--- config.mk ---
export PLATFORM = sky130hd
export DESIGN_NAME = req_tag_alloc
export DESIGN_NICKNAME = d
export VERILOG_FILES = /design/src/rtl/req_tag_alloc.sv
export SDC_FILE = /design/constraint.sdc
export NUM_CORES = 1
export LEC_CHECK = 0
export ABC_AREA = 1
export CORE_UTILIZATION = 38
export CTS_CLUSTER_DIAMETER = 120
export DETAILED_ROUTE_END_ITERATION = 10
export SYNTH_ARGS = -nofsm -noshare
export SYNTH_HDL_FRONTEND = slang
export SYNTH_SLANG_ARGS = --single-unit
export TNS_END_PERCENT = 30
--- constraint.sdc ---
create_clock -name clk -period 2.9 [get_ports clk]
set_input_delay 0.725 -clock clk [delete_from_list [all_inputs] [get_ports clk]]
set_output_delay 0.725 -clock clk [all_outputs]
set_load 0.01 [all_outputs]
--- src/rtl/req_tag_alloc.sv ---
// req_tag_alloc: request-side tag allocator feeding the request history table.
// Hands out the lowest free tag per accepted request, issues a one-cycle init
// strobe with the request payload, retires tags on last completion with an
// update strobe, flags completions for tags that are not outstanding, caps
// the number of live tags and offers a drain handshake for quiescing.
module req_tag_alloc #(
    parameter int TAG_COUNT       = 8,
    parameter int TAG_WIDTH       = $clog2(TAG_COUNT),
    parameter int HIS_WIDTH       = 4,
    parameter int HIS_WIDTH_I     = (HIS_WIDTH != 0) ? HIS_WIDTH : 1,
    parameter int MAX_OUTSTANDING = TAG_COUNT
) (
    input  logic                   clk,
    input  logic                   rst,
    input  logic                   req_vld,
    input  logic [HIS_WIDTH_I-1:0] req_his,
    output logic                   req_rdy,
    output logic                   alloc_vld,
    output logic [TAG_WIDTH-1:0]   alloc_tag,
    output logic [HIS_WIDTH_I-1:0] alloc_his,
    input  logic                   cpl_vld,
    input  logic [TAG_WIDTH-1:0]   cpl_tag,
    input  logic                   cpl_last,
    output logic                   rel_vld,
    output logic [TAG_WIDTH-1:0]   rel_tag,
    output logic                   err_spurious,
    output logic [TAG_WIDTH:0]     outstanding,
    input  logic                   drain_req,
    output logic                   drain_done
);

    typedef enum logic [1:0] {
        ST_RUN,
        ST_DRAIN,
        ST_DONE
    } state_t;

    localparam logic [TAG_WIDTH:0] MAX_OUT = (TAG_WIDTH + 1)'(MAX_OUTSTANDING);

    state_t                 state;
    state_t                 state_next;
    logic [TAG_COUNT-1:0]   busy;
    logic [TAG_COUNT-1:0]   acc_mask;
    logic [TAG_COUNT-1:0]   rel_mask;
    logic [TAG_WIDTH-1:0]   free_tag;
    logic                   have_free;
    logic                   below_cap;
    logic                   in_run;
    logic                   cpl_busy;
    logic                   accept;
    logic                   rel_hit;
    logic                   spurious;
    logic [HIS_WIDTH_I-1:0] his_in;

    // With no payload configured the registered payload is forced to zero
    assign his_in    = (HIS_WIDTH == 0) ? '0 : req_his;

    assign have_free = ~&busy;
    assign below_cap = outstanding < MAX_OUT;
    assign req_rdy   = in_run && have_free && below_cap;
    assign accept    = req_vld && req_rdy;
    assign rel_hit   = cpl_vld && cpl_busy && cpl_last;
    assign spurious  = cpl_vld && !cpl_busy;

    // Lowest-index free tag taken from the pre-edge busy map, so a tag being
    // released this cycle is never handed out until the following cycle
    always_comb begin
        free_tag = '0;
        for (int i = TAG_COUNT - 1; i >= 0; i--) begin
            if (!busy[i]) begin
                free_tag = TAG_WIDTH'(i);
            end
        end
    end

    // Busy lookup for the completing tag plus one-hot set/clear masks
    always_comb begin
        cpl_busy = 1'b0;
        acc_mask = '0;
        rel_mask = '0;
        for (int i = 0; i < TAG_COUNT; i++) begin
            if (cpl_tag == TAG_WIDTH'(i)) begin
                cpl_busy    = busy[i];
                rel_mask[i] = rel_hit;
            end
            if (free_tag == TAG_WIDTH'(i)) begin
                acc_mask[i] = accept;
            end
        end
    end

    // Busy map and live-tag count; accept and release never hit the same tag
    always_ff @(posedge clk or posedge rst) begin
        if (rst) begin
            busy        <= '0;
            outstanding <= '0;
        end else begin
            busy <= (busy | acc_mask) & ~rel_mask;
            case ({accept, rel_hit})
                2'b10:   outstanding <= outstanding + 1'b1;
                2'b01:   outstanding <= outstanding - 1'b1;
                default: outstanding <= outstanding;
            endcase
        end
    end

    // Registered strobes towards the history table and the error pulse
    always_ff @(posedge clk or posedge rst) begin
        if (rst) begin
            alloc_vld    <= 1'b0;
            alloc_tag    <= '0;
            alloc_his    <= '0;
            rel_vld      <= 1'b0;
            rel_tag      <= '0;
            err_spurious <= 1'b0;
        end else begin
            alloc_vld    <= accept;
            rel_vld      <= rel_hit;
            err_spurious <= spurious;
            if (accept) begin
                alloc_tag <= free_tag;
                alloc_his <= his_in;
            end
            if (rel_hit) begin
                rel_tag <= cpl_tag;
            end
        end
    end

    // Drain state register
    always_ff @(posedge clk or posedge rst) begin
        if (rst) begin
            state <= ST_RUN;
        end else begin
            state <= state_next;
        end
    end

    // Drain transitions; dropping drain_req always returns to RUN at once
    always_comb begin
        state_next = state;
        case (state)
            ST_RUN: begin
                if (drain_req) begin
                    state_next = ST_DRAIN;
                end
            end
            ST_DRAIN: begin
                if (!drain_req) begin
                    state_next = ST_RUN;
                end else if (outstanding == '0) begin
                    state_next = ST_DONE;
                end
            end
            ST_DONE: begin
                if (!drain_req) begin
                    state_next = ST_RUN;
                end
            end
            default: state_next = ST_RUN;
        endcase
    end

    // State-decoded outputs
    always_comb begin
        in_run     = (state == ST_RUN);
        drain_done = (state == ST_DONE);
    end

endmodule

==> qor.csv <==
stage,metric,value,unit
run_status,outcome,finished clean,
clocking,post-cts-setup-buffer-count,0,
clocking,htreeDepth,1,
route,wl_per_cell,12.5,um
pwr,p_seq_frac,0.381,
critical_path,crit_type,in2reg,
pwr,switching_share,0.407,
yosys,synth_cell_types,26,
critical_path,crit_cells,14,
clocking,cts_hold_buffers,0,
placed_design,port_buffers,31,
critical_path,cpLargestDelayFamily,buffers and inverters,
grt,first_global_vias,1374,
sta,min_period_over_period,0.965,
yosys,ys_top_cells_by_area,"dfrtp_1 (46%), nand2_1 (14%), nand4_1 (7.2%)",
route,first_iter_violations,69,
clocking,clkSlewWorstSetupHoldPaths,0.10,ns
yosys,synth_area,1480,um2
yosys,synth_warnings,0,
yosys,synthCells,188,
grt,antenna_found_initial,0,
critical_path,critPathLaunchType,primary input,
yosys,synthAdderAreaFrac,0.0389,
yosys,seq_area_frac_synth,0.456,
clocking,cts_root_buffer,clkbuf_8,
die,row_count,22,
yosys,synth_top_family_by_area,simple AND/OR/NAND/NOR gates,
sta,maxSlewViolCount,0,
clocking,clk_latency,0.28,ns
yosys,synth_simple_gate_area_share,0.318,
yosys,synth_seq_cells,27,
pwr,intPower,1.06,mW
placed_design,dp.cells,273,
critical_path,critPathArrivalTime,2.96,ns
placed_design,hpwlAfterDp,2.64,mm
die,initial_core_util,0.402,
finish,final_cell_mix,"nand2_1 (56), inv_1 (28), clkdlybuf4s50_1 (28), dfrtp_1 (27), nand4_1 (17)",
finish,area.growth.synth_to_final,33.7,%
sta,max_freq,357,MHz
pwr,max-vdd-ir-drop,0.440,mV
pwr,p_leak,0.997,nW
finish,finish.utilization,0.537,
route,wl,3.45,mm
route,final_antenna_net_count,0,
hold_path,hp-class,reg2reg,
finish,fill_cells,369,
critical_path,worst_path_most_repeated_cell,a21oi_1,
die,fp.dieW,64.4,um
grt,grt_pass1_wl,6.03,mm
placed_design,gp_congestion,0.823,
pwr,p_total,1.78,mW
critical_path,crit_slowest_cell,dlygate4sd2_1,
yosys,async_reset_ff_frac,1.00,
finish,layoutNonFillerInstCount,277,
route,via_per_inst,4.98,
finish,diodes,0,
finish,drive_gt1_frac,0.122,
die,dieHeight,64.4,um
die,fp.coreArea,3690,um2
critical_path,endpoint_kind,flip-flop,
finish,final_area,1980,um2
grt,grt_use_total,0.188,
pwr,p_per_area,901,nW/um2
sta,relSlewSlack,0.763,
yosys,avgSynthCellArea,7.88,um2
yosys,synth_top_area_cell,dfrtp_1,
pwr,power_frac_comb,0.496,
route,vias,1379,
sta,period_needed,2.80,ns
clocking,numCtsBuffers,3,
die,dieArea,4150,um2
finish,nets,247,
yosys,syn-num-nets,205,
critical_path,critPathMaxStageDelay,0.41,ns
yosys,synth_ff_type,dfrtp_1,
grt,grt_overflow,0,
yosys,synth_top_area_frac,0.456,
finish,multi_input_area,681,um2
route,drc_errors,0,
die,pin_count,32,
placed_design,place_area,1900,um2
sta,hold_viol,0,
route,dr.pass1.iters,4,
sta,worst_pin_slew,0.356,ns
clocking,cts_buffer_depth,2,
sta,fin_skew,0.00649,ns
finish,final_common_cell,nand2_1,
clocking,clock-sinks,27,
critical_path,path_cells,dlygate4sd2_1 > inv_2 > nor3_2 > a21oi_1 > nand4_2 > nand3_1 > inv_1 > ha_4 > ha_4 > a21oi_1 > nand2_1 > a21oi_1 > o21ai_1 > xor2_1,
finish,seq_area,676,um2
hold_path,min_delay_path_depth,2,
flow_run,drv_cap,0,
yosys,synth_compound_area_frac,0.0600,
critical_path,required,3.07,ns
critical_path,reg2regPathDepth,13,
critical_path,cp_max_fo,8,
critical_path,path_buf_inv,3,
sta,setup_viol,0,
yosys,synthMuxAreaShare,0,
grt,grt_max_degree,28,
pwr,p_sw,0.726,mW
yosys,synth-edff-count,0,
pwr,clkPwrFrac,0.123,
placed_design,dp_slack,-0.478,ns
clocking,cts_tree,done,
yosys,synthXorXnorAreaFrac,0.0177,
sta,setup_ws,0.102,ns
## cell families (layout without fill, tap and decap cells)
| group | count (synthesis) | after routing |
|---|---|---|
| xor+xnor | 3 | 3 |
| simple gates | 101 | 101 |
| fa+ha+maj | 4 | 4 |
| flops | 27 | 27 |
| buf+inv | 37 | 78 |
| compound gates | 16 | 16 |
## cell usage after synthesis (2+ instances only)
library cell,count
o21ai_0,5
nor3_2,3
buf_4,2
inv_2,3
ha_1,3
inv_1,28
nand2_1,56
nand3_1,9
a21oi_1,3
xor2_1,2
o21ai_1,4
nand4_1,17
nor2_1,8
dfrtp_1,27
buf_6,2
nor3_1,6
## path summary, 6_finish.rpt
path                             from  slack [ns]              to
setup / recovery           cpl_tag[1]        0.10  outstanding[3]
hold / removal             rel_tag[1]        0.48      rel_tag[1]
setup reg to reg              busy[3]        0.62  outstanding[3]
hold reg to reg            rel_tag[1]        0.48      rel_tag[1]
max in group asynchronous         rst        1.84         busy[0]
min in group asynchronous         rst        0.80    alloc_tag[1]
## routing by layer
layer	vias to the layer above	global-route usage	part of all wire	routed length, um
li1	694	-	-	-
met1	644	0.245	0.48	1660
met2	33	0.311	0.46	1600
met3	8	0.0264	0.032	111
met4	0	0.0833	0.024	84
met5	-	0	0	0
## worst min-delay path: cells and delay by family (launching register included)
kind | cells | cell delay (ns)
flip-flops | 1 | 0.35
AND/OR/NAND/NOR | 2 | 0.11
## what timing repair did
action                     CTS  global route
setup endpoints to repair    2             2
gates resized for setup      3             8
hold endpoints to repair     0             0
pin swaps                    0             1
## flip-flops by register name (all words and copies together) (netlist names)
signal and count:
alloc_vld 1, busy 8, alloc_tag 3, err_spurious 1
rel_vld 1, outstanding 4, alloc_his 4, rel_tag 3
state 2
## cell type report
class / count / share of cell area
Tap cell: 48 / 0.0303
Sequential cell: 27 / 0.341
Clock buffer: 4 / 0.0227
Inverter: 31 / 0.0600
Multi-Input combinational cell: 124 / 0.344
Timing Repair Buffer: 43 / 0.202
## metrics by stage
stage	hold WS [ns]	setup TNS, ns
floorplan	0.508	0
global placement	0.454	-0.620
detailed placement	0.465	-0.996
CTS	0.488	0
global route	0.519	-0.0407
finish	0.478	0
## power groups by stage
| stage | logic [mW] | clock network, mW | registers, mW |
|---|---|---|---|
| detailed placement | 0.869 | 0 | 0.682 |
| global route | 1.00 | 0.242 | 0.709 |
| CTS | 0.872 | 0.225 | 0.676 |
| global placement | 0.843 | 0 | 0.680 |
| finish | 0.885 | 0.220 | 0.680 |
| floorplan | 0.464 | 0 | 0.700 |
(Power assumes the default switching activity.)
